File: config.mk
export PLATFORM = sky130hd
export DESIGN_NAME = strat_order_sequencer
export DESIGN_NICKNAME = d
export VERILOG_FILES = /design/src/rtl/strat_order_sequencer_pkg.sv /design/src/rtl/strat_order_sequencer_sat_counter.sv /design/src/rtl/strat_order_sequencer.sv
export SDC_FILE = /design/constraint.sdc
export NUM_CORES = 1
export LEC_CHECK = 0
export BUFFER_PORTS_ARGS = -buffer_cell sky130_fd_sc_hd__buf_2
export CAP_MARGIN = 30
export CORE_MARGIN = 5
export CORE_UTILIZATION = 33
export CTS_BUF_LIST = sky130_fd_sc_hd__clkbuf_8
export DETAILED_ROUTE_END_ITERATION = 8
export PLACE_DENSITY = 0.5
export SETUP_SLACK_MARGIN = 0.05
export SLEW_MARGIN = 20
export SYNTH_ARGS = -nofsm -noshare
export SYNTH_HDL_FRONTEND = slang
export SYNTH_SLANG_ARGS = --single-unit
File: constraint.sdc
create_clock -name clk -period 2.55 [get_ports clk]
set_input_delay 0.255 -clock clk [delete_from_list [all_inputs] [get_ports clk]]
set_output_delay 0.255 -clock clk [all_outputs]
set_load 0.005 [all_outputs]
File: src/rtl/strat_order_sequencer_pkg.sv
// Shared types and constants for the strategy order sequencer.
package strat_order_sequencer_pkg;

  typedef enum logic [1:0] {
    ST_IDLE,
    ST_ISSUE,
    ST_WAIT_ACK,
    ST_COOLDOWN
  } state_e;

  typedef struct packed {
    logic        side;
    logic [31:0] price;
    logic [31:0] qty;
  } order_t;

  localparam logic SIDE_BUY  = 1'b0;
  localparam logic SIDE_SELL = 1'b1;

  // Bits needed to hold 0..n, never less than one.
  function automatic int unsigned cnt_width(input int unsigned n);
    return (n > 0) ? $clog2(n + 1) : 1;
  endfunction

endpackage

File: src/rtl/strat_order_sequencer_sat_counter.sv
// Saturating up-counter: holds at all-ones instead of wrapping.
module sat_counter #(
  parameter int unsigned WIDTH = 16
) (
  input  logic             clk,
  input  logic             rst_n,
  input  logic             inc_i,
  output logic [WIDTH-1:0] count_o
);

  logic [WIDTH-1:0] count_q;

  always_ff @(posedge clk or negedge rst_n) begin
    if (!rst_n) begin
      count_q <= '0;
    end else if (inc_i && (count_q != '1)) begin
      count_q <= count_q + WIDTH'(1);
    end
  end

  assign count_o = count_q;

endmodule

File: src/rtl/strat_order_sequencer.sv
// Turns one-cycle strategy intents into handshaked orders, waits for an ack
// (or timeout), then enforces a cooldown gap before the next intent.
module strat_order_sequencer
  import strat_order_sequencer_pkg::*;
#(
  parameter int unsigned COOLDOWN_CYCLES = 16,
  parameter int unsigned ACK_TIMEOUT     = 256,
  parameter bit          DEDUP_EN        = 1'b1
) (
  input  logic        clk,
  input  logic        rst_n,
  input  logic        enable,
  input  logic        strat_valid,
  input  logic        strat_side,
  input  logic [31:0] strat_price,
  input  logic [31:0] strat_qty,
  output logic        ord_valid,
  input  logic        ord_ready,
  output logic        ord_side,
  output logic [31:0] ord_price,
  output logic [31:0] ord_qty,
  input  logic        ack_valid,
  input  logic        ack_ok,
  output logic        busy,
  output logic        timeout_pulse,
  output logic [15:0] drop_count
);

  localparam int unsigned TW = cnt_width(ACK_TIMEOUT);
  localparam int unsigned CW = cnt_width(COOLDOWN_CYCLES);

  state_e        state_q, state_d;
  order_t        order_q, order_d;
  order_t        last_q, last_d;
  logic          last_valid_q, last_valid_d;
  logic [TW-1:0] timer_q, timer_d;
  logic [CW-1:0] cool_q, cool_d;

  order_t intent;
  logic   is_dup, capture, drop, ack_expire, cool_done;

  assign intent     = '{side: strat_side, price: strat_price, qty: strat_qty};
  assign is_dup     = DEDUP_EN && last_valid_q && (intent == last_q);
  assign capture    = (state_q == ST_IDLE) && strat_valid && enable && !is_dup;
  assign drop       = strat_valid && !capture;
  assign ack_expire = (timer_q == TW'(ACK_TIMEOUT - 1));
  assign cool_done  = (cool_q == CW'(COOLDOWN_CYCLES - 1));

  always_ff @(posedge clk or negedge rst_n) begin
    if (!rst_n) begin
      state_q      <= ST_IDLE;
      order_q      <= '0;
      last_q       <= '0;
      last_valid_q <= 1'b0;
      timer_q      <= '0;
      cool_q       <= '0;
    end else begin
      state_q      <= state_d;
      order_q      <= order_d;
      last_q       <= last_d;
      last_valid_q <= last_valid_d;
      timer_q      <= timer_d;
      cool_q       <= cool_d;
    end
  end

  always_comb begin
    state_d      = state_q;
    order_d      = order_q;
    last_d       = last_q;
    last_valid_d = last_valid_q;
    timer_d      = timer_q;
    cool_d       = cool_q;
    unique case (state_q)
      ST_IDLE: begin
        if (capture) begin
          order_d = intent;
          state_d = ST_ISSUE;
        end
      end
      ST_ISSUE: begin
        if (ord_ready) begin
          state_d      = ST_WAIT_ACK;
          timer_d      = '0;
          last_d       = order_q;
          last_valid_d = 1'b1;
        end
      end
      ST_WAIT_ACK: begin
        timer_d = timer_q + TW'(1);
        // An ack on the expiry cycle wins over the timeout.
        if (ack_valid || ack_expire) begin
          if (!ack_valid || !ack_ok) last_valid_d = 1'b0;
          cool_d  = '0;
          state_d = (COOLDOWN_CYCLES > 0) ? ST_COOLDOWN : ST_IDLE;
        end
      end
      ST_COOLDOWN: begin
        if (cool_done) state_d = ST_IDLE;
        else           cool_d  = cool_q + CW'(1);
      end
      default: state_d = ST_IDLE;
    endcase
  end

  always_comb begin
    ord_valid     = (state_q == ST_ISSUE);
    busy          = (state_q != ST_IDLE);
    timeout_pulse = (state_q == ST_WAIT_ACK) && ack_expire && !ack_valid;
  end

  assign ord_side  = order_q.side;
  assign ord_price = order_q.price;
  assign ord_qty   = order_q.qty;

  sat_counter #(
    .WIDTH(16)
  ) u_drop_cnt (
    .clk    (clk),
    .rst_n  (rst_n),
    .inc_i  (drop),
    .count_o(drop_count)
  );

endmodule
# Word-level counts from Yosys, hierarchy flattened
# Cells that the tools add are included.
# Widths: inputs -> output; s select.
[classes] addsub=3 eq_ne=13 reduce_logical=24 n_mux=14
[ops] cell="$eq 65x65->1" count=1
[ops] cell="$pmux 9 s2" count=1
[ops] cell="$add 16x1->16 const B" count=1
[ops] cell="$ne 16x16->1 const B" count=1
[ops] cell="$mux 5" count=2
[ops] cell="$ne 2x2->1 const B" count=5
[ops] cell="$pmux 5 s2" count=1
[ops] cell="$add 9x1->9 const B" count=1
[ops] cell="$eq 9x8->1 const B" count=1
[ops] cell="$mux 9" count=1
[ops] cell="$logic_and 1x1->1" count=8
[ops] cell="$mux 2" count=4
[ops] cell="$pmux 2 s4" count=1
[ops] cell="$reduce_and 4->1" count=2
[ops] cell="$reduce_and 2->1" count=3
[ops] cell="$reduce_bool 2->1" count=3
[ops] cell="$add 5x1->5 const B" count=1
[ops] cell="$eq 5x4->1 const B" count=1
[ops] cell="$eq 2x2->1 const B" count=2
[ops] cell="$logic_not 1->1" count=4
[ops] cell="$mux 1" count=3
[ops] cell="$reduce_and 3->1" count=1
[ops] cell="$eq 2x1->1 const B" count=1
[ops] cell="$logic_not 2->1" count=1
[ops] cell="3 further kinds" count=4
[word_totals] input_bits=72 register_bits=163 output_inout_bits=84 word_cells=65

# Logic depth before layout (Yosys ltp)
# Gate-level depths: netlist of the first run.
[logic_depth] word_depth=7 ltp_mapped=10 mapped_depth_nobuf=10

# Cells and area by module
# From an unflattened synthesis of the first run, not the netlist that was laid out.
[hier_totals] hier_cells=570 hier_area_um2=7478.4
[by_module_without_submodules] mod="strat_order_sequencer" instances=1 seq_area_each_um2=3678.5 area_each_um2=6618.8 cells_per_inst=498
[by_module_without_submodules] mod="sat_counter" instances=1 seq_area_each_um2=400.4 area_each_um2=859.6 cells_per_inst=72

# Worst setup path after synthesis of the first run
# Ideal clock, no wire load.
[synth_timing] path_type="register to register" from="register last_q[6] (netlist name)" to="register order_q, in the netlist ord_price[14]" setup_ns=0.125 arrival_time_ns=2.221 n_path_buf=3 t_required_ns=2.425 slack_ns=0.204 synth_period_minus_slack_ns=2.346 path_stages_with_launch=10 path_cell_list="dfrtp_1 -> inv_1 -> o22ai_1 -> or4_1 -> nor4_2 -> a311o_1 -> buf_4 -> buf_6 -> buf_4 -> mux2_2"
[synth_between] elab_chain_len=5
[synth_rtl] element="start, declared" line="strat_order_sequencer.sv:34" rtl="order_t last_q, last_d;"
[synth_rtl] element="start signal, assigned" line="strat_order_sequencer.sv:60" rtl="last_q <= last_d;"
[synth_rtl] element="$eq 65x65->1" line="strat_order_sequencer.sv:43" rtl="assign is_dup = DEDUP_EN && last_valid_q && (intent == last_q);"
[synth_rtl] element="$logic_and 1x1->1" line="strat_order_sequencer.sv:43"
[synth_rtl] element="$logic_not 1->1" line="strat_order_sequencer.sv:44" rtl="assign capture = (state_q == ST_IDLE) && strat_valid && enable && !is_dup;"
[synth_rtl] element="$logic_and 1x1->1" line="strat_order_sequencer.sv:44"
[synth_rtl] element="$reduce_and 2->1 (no source line)"
[synth_rtl] element="end signal, assigned" line="strat_order_sequencer.sv:59" rtl="order_q <= order_d;"
[synth_rtl] element="end, declared" line="strat_order_sequencer.sv:33" rtl="order_t order_q, order_d;"
# Every way passes these cells.
# A chain may end at the register's enable or synchronous reset.

# Worst setup path after layout of the first run
[layout_timing] from="register last_q[18] (netlist name)" to="register order_q, in the netlist ord_qty[8]"
# The elaborated chain is that of the path after synthesis.

==> impl_metrics.toml, run 1 <==
[worst_setup_path]
r2r_start = "last_q[18]"
r2r_slack_ns = -0.07
cp_max_fo = 4
end_kind = "register"
worstSetupPathType = "register to register"
cp.required_ns = 2.89
worstRegToRegCells = 10
reg2reg_to = "ord_qty[8]"
startpoint_type = "register"
crit_arrival_ns = 2.95

[power]
combinationalPowerShare = 0.371
swShare = 0.323
p_seq_frac = 0.428
power_density_nw_per_um2 = 1110
switchingPower_mw = 3.49
clkPwrFrac = 0.201
power_mw = 10.8
p_leak_nw = 4.82
ir_worst_vdd_uv = 457
p_int_mw = 7.32

[final_layout]
fillers = 2083
utilization = 0.446
finalInstanceArea_um2 = 9760
drive_above_1_share = 0.484
seq_area_um2 = 4080
multi_input_area_um2 = 3310
num_antenna_cells = 0
syn_to_final_growth_pct = 33.0
nets = 862
final_cells = 1073

[synthesis]
ys.flop_type = "dfrtp_1"
synth_edf_count = 0
yosysSeqAreaShare = 0.556
synthCells = 573
avgSynthCellArea_um2 = 12.8
synthArstFlopShare = 1.00
netlist_area_um2 = 7340
syn_nets = 654
synth_top_cell_area_share = 0.556
yosysTopAreaCell = "dfrtp_1"
netlist_top_cells_area = "dfrtp_1 (56%), mux2_2 (19%), xor2_1 (6.0%), ha_1 (1.5%), xnor2_1 (1.4%)"
yosysWarnings = 0
synth_cell_type_count = 48
ys_ff_latch = 163

[hold_path]
hold_depth = 2
hold_start = "strat_price[2]"
hp-class = "primary input to register"
min_to = "ord_price[2]"

[floorplan]
rows = 54
fp.dieW_um = 159
coreArea_um2 = 21900
ioPinCount = 156
start_util = 0.335
die_area_um2 = 25300
die_h_um = 159

[run]
cap_viol_max_count = 0

[timing]
fin_crit_ns = 2.62
timing.final.crit_share = 1.03
setup_tns_ns = -1.48
finalMaxSlewViolations = 0
slew_headroom = 0.597
hold_violations = 0
rsz0062_at_grt = "true"
whs_ns = 0.0581
fmax_ghz = 0.382
worst-slew-pin-transition_ns = 0.604
setup_viol = 45
final.setup_skew_ns = 0.0194
layout_setup_ws_ns = -0.0681

[grt]
overflow = 0
grt_pass1_vias = 5617
antenna_found_initial = 4
grt_pass1_wl_um = 30500
grt_usage = 0.149
grt_start_max_net_pins = 62

[status]
violations = "negative setup slack"
status = "complete, but fails checks"

[drt]
vias = 5135
wl_per_cell_um = 17.6
dr.first_iter.drc_count = 151
vias_per_cell = 4.79
antenna_left = 0
drt_pass1_iterations = 4
finalWirelength_um = 18900
drc = 0

[cts]
root_buffer = "clkbuf_8"
cts.path.max_buffers = 2
cts.sinks = 163
cts_made_buffers = 17
cts_tree = "done"
clk_pin_slew_ns = 0.10
insertion_delay_ns = 0.45
htreeDepth = 4

[placement]
pre_cts_ws_ns = -0.294
portBuffers = 155
dp_hpwl_um = 13200
dpl_cell_area_um2 = 8650
gp_congestion = 0.766
dp.cells = 1020
layout by cell type (no fill, tap or decap), types with 13 or more instances in the layout:
cell      netlist  final
buf_2           5    154
buf_4           3     26
buf_6           2     13
clkbuf_8        0     17
dfrtp_1       163    163
inv_1          26     26
mux2_2        125     79
mux2_4          0     46
nand2_1        26     22
xor2_1         50     50
power by group through the flow:
stage	logic, mW	clock network, mW	registers (mW)
floorplan	2.11	0	4.51
global placement	3.47	0	4.60
detailed placement	3.53	0	4.67
CTS	3.90	2.25	4.63
global route	4.43	2.36	4.79
finish	4.01	2.17	4.63
state kept, by name, indices dropped and copies added, names as in the netlist, 2 cells and up:
| signal | cells |
|---|---|
| last_q | 65 |
| ord_price | 32 |
| ord_qty | 32 |
| u_drop_cnt.count_o | 16 |
| timer_q | 9 |
| cool_q | 5 |
| state_q | 2 |
synthesized netlist by cell type (2+ instances only):
cell type,number
nand2b_1,3
nor2_1,10
a221o_1,2
ha_1,9
xnor2_1,12
nand4_1,12
buf_6,2
a41oi_1,2
nand3_1,12
nor3b_1,2
buf_2,5
clkbuf_1,10
buf_4,3
a21oi_1,8
o2bb2ai_1,2
xor2_1,50
a22o_1,4
o21ai_0,17
nor4_1,12
nand2_1,26
a221oi_1,2
nor2b_1,5
mux2_2,125
dfrtp_1,163
o22ai_1,8
inv_1,26
and4_1,2
nor3_1,8
and3_1,12
cells by family after synthesis:
kind of cell	Yosys count	synth area share
compound gates	54	0.0493
xor+xnor	62	0.0740
fa+ha+maj	9	0.0153
buf+inv	47	0.0285
flops	163	0.556
mux	127	0.195
simple gates	111	0.0824
worst max path at each step:
| stage | slack [ns] | end | cells after the start | from |
|---|---|---|---|---|
| floorplan | 0.20 | ord_price[14] | 9 | last_q[6] |
| global placement | -0.31 | ord_qty[26] | 8 | last_q[60] |
| detailed placement | -0.29 | ord_qty[25] | 8 | last_q[60] |
| CTS | -0.11 | u_drop_cnt.count_o[1] | 11 | last_q[30] |
| global route | -0.21 | ord_price[1] | 11 | last_q[26] |
| finish | -0.07 | ord_qty[8] | 10 | last_q[18] |
per-layer routing:
| layer | vias up | part of all wire | GRT usage |
|---|---|---|---|
| met1 | 2545 | 0.46 | 0.195 |
| li1 | 2446 | - | - |
| met3 | 23 | 0.060 | 0.0500 |
| met4 | 8 | 0.012 | 0.0430 |
| met5 | - | 0.0025 | 0 |
| met2 | 113 | 0.47 | 0.236 |
worst max-delay path, cell delays in order, from the launching register on:
cell,delay [ns]
dfrtp_1,0.41
xor2_1,0.15
nor4_2,0.37
nand4_1,0.19
nor3_2,0.26
buf_4,0.16
a311o_2,0.24
buf_4,0.14
buf_8,0.13
clkbuf_16,0.16
mux2_4,0.29
timing repair:
action | in CTS | in global routing
hold buffers | 1 | 0
gates resized for setup | 48 | 48
hold endpoints to repair | 58 | 0
gates cloned | 4 | 1
setup buffers | 6 | 10
pin swaps | 10 | 15
setup endpoints to repair | 81 | 86
layout make-up:
class | count | area share
clock inverter | 14 | 0.0229
clock buffer | 17 | 0.0240
multi-input combinational | 363 | 0.339
sequential | 163 | 0.418
inverter | 26 | 0.0100
timing repair buffer | 210 | 0.150
tap | 280 | 0.0359
No activity file was read; power rests on OpenSTA's default activity.
==> inputs of run 2 (changes only) <==
CORE_ASPECT_RATIO = 0.9   (was not set)
CORE_MARGIN = 2   (was 5)
==> impl_metrics.toml, run 2 (synthesis results as in run 1) <==
[status]
status = "complete, but fails checks"
violations = "negative setup slack"

[worst_setup_path]
endpoint = "u_drop_cnt.count_o[14]"
reg2reg_to = "u_drop_cnt.count_o[14]"
path_buf_inv = 4
crit_arrival_ns = 2.92
cp.required_ns = 2.88
worstSetupPathType = "register to register"
end_kind = "register"
cp.depth = 11
r2r_start = "last_q[39]"
cp_top_family = "simple AND/OR/NAND/NOR gates"
cp_cell_sequence = "xor2_1, nor4_2, buf_4, nand3_4, nor3_4, buf_6, a311o_2, buf_6, buf_4, nand4_1, mux2_4"
startpoint_type = "register"
worstRegToRegCells = 11
cp_slowest_cell = "dfrtp_1"
critPathMaxStageDelay_ns = 0.40
r2r_slack_ns = -0.04
cp_max_fo = 5
crit_start = "last_q[39]"

[timing]
timing.final.crit_share = 1.01
setup_viol = 36
finalMaxSlewViolations = 0
rsz0062_at_grt = "true"
fmax_ghz = 0.387
fin_crit_ns = 2.59
layout_setup_ws_ns = -0.0371
hold_violations = 0
final.setup_skew_ns = 0.0123
worst-slew-pin-transition_ns = 0.567
slew_headroom = 0.622

[final_layout]
layout_commonest_cell = "dfrtp_1"
layout_common_cells = "dfrtp_1 (163), buf_2 (154), mux2_2 (111)"
finalInstanceArea_um2 = 9250
top_register = "last_q"
syn_to_final_growth_pct = 26.0
utilization = 0.425
drive_above_1_share = 0.462
nets = 838
largest_register_ffs = 65

[grt]
grt_pass1_vias = 5297
antenna_found_initial = 2
overflow = 0
grt_start_max_net_pins = 67
grt_pass1_wl_um = 28500
grt_usage = 0.154

[floorplan]
die_h_um = 145
ioPinCount = 156
coreArea_um2 = 21800
start_util = 0.337
die_area_um2 = 23400
rows = 51
fp.dieW_um = 161

[power]
combinationalPowerShare = 0.363
p_int_mw = 6.56
power_density_nw_per_um2 = 1080
p_seq_frac = 0.462
p_leak_nw = 4.47
ir_worst_vdd_uv = 491
swShare = 0.341
clkPwrFrac = 0.175
switchingPower_mw = 3.39

[drt]
drc = 0
vias_per_cell = 4.81
antenna_left = 0
vias = 5108
finalWirelength_um = 17700
wl_per_cell_um = 16.7
dr.first_iter.drc_count = 251
drt_pass1_iterations = 4

[cts]
cts.sinks = 163
insertion_delay_ns = 0.44
cts_tree = "done"
cts.path.max_buffers = 2
root_buffer = "clkbuf_8"
htreeDepth = 4
clk_pin_slew_ns = 0.10
cts_made_buffers = 17

[run]
cap_viol_max_count = 0

[placement]
portBuffers = 155
gp_congestion = 0.809
dp_hpwl_um = 12600
dpl_cell_area_um2 = 8620

[hold_path]
hp-class = "primary input to register"
==> run 2: changes by cell type in the layout (fill, tap and decap cells not counted), moves of 5 or more <==
cell,previous run,this run
mux2_2,79,111
mux2_4,46,15
buf_6,13,4
buf_4,26,18
o21ai_0,10,17
o21ai_1,8,1
bufinv_16,5,0
==> run 2: area by class of cell <==
type	instances	area, um2
Clock buffer	19	262
Antenna cell	2	5.00
Multi-Input combinational cell	363	3190
Sequential cell	163	4080
Inverter	26	97.6
Timing Repair Buffer	186	1150
Fill cell	2102	12500
Tap cell	291	364
Clock inverter	13	100
==> run 2: routing by layer <==
metal,routed length (um),track usage
met3,1370,0.0655
met1,7730,0.193
met5,13,0
met2,8420,0.246
met4,184,0.0371
==> run 2: worst min-delay path by stage <==
| stage | startpoint | to | slack (ns) | depth (start not counted) |
|---|---|---|---|---|
| after floorplan | rst_n | cool_q[0] | -0.04 | 0 |
| after global placement | rst_n | timer_q[6] | 0.25 | 1 |
| after detailed placement | rst_n | timer_q[6] | 0.26 | 1 |
| after CTS | strat_qty[19] | ord_qty[19] | 0.01 | 2 |
| after global routing | strat_price[4] | ord_price[4] | 0.003 | 2 |
| final | strat_qty[19] | ord_qty[19] | 0.05 | 2 |
==> run 2: stage by stage <==
stage               hold WS (ns)  total power [mW]  worst slack [ns]  setup TNS (ns)  cells
floorplan                -0.0406              6.62             0.204               0    573
global placement           0.252              7.98            -0.410          -30.12   1023
detailed placement         0.258              8.13            -0.508          -36.41   1023
CTS                       0.0119              10.1            -0.109           -4.77   1058
global route             0.00252              10.7            -0.150           -8.22   1061
finish                    0.0531              9.96           -0.0371          -0.660   1063
==> run 2: power by group through the flow <==
| stage | registers [mW] | logic, mW | clock network, mW |
|---|---|---|---|
| 2_1_floorplan | 4.51 | 2.11 | 0 |
| 3_3_place_gp | 4.59 | 3.39 | 0 |
| 3_5_place_dp | 4.65 | 3.48 | 0 |
| 4_1_cts | 4.61 | 3.64 | 1.82 |
| 5_1_grt | 4.78 | 3.99 | 1.94 |
| 6_report | 4.60 | 3.62 | 1.74 |
==> run 2: what timing repair did <==
item	in CTS	in global routing
resized for setup	31	5
gates cloned	1	2
hold buffers	1	0
setup buffers	1	1
pin swaps	11	7
hold endpoints to repair	55	0
setup endpoints to repair	83	79
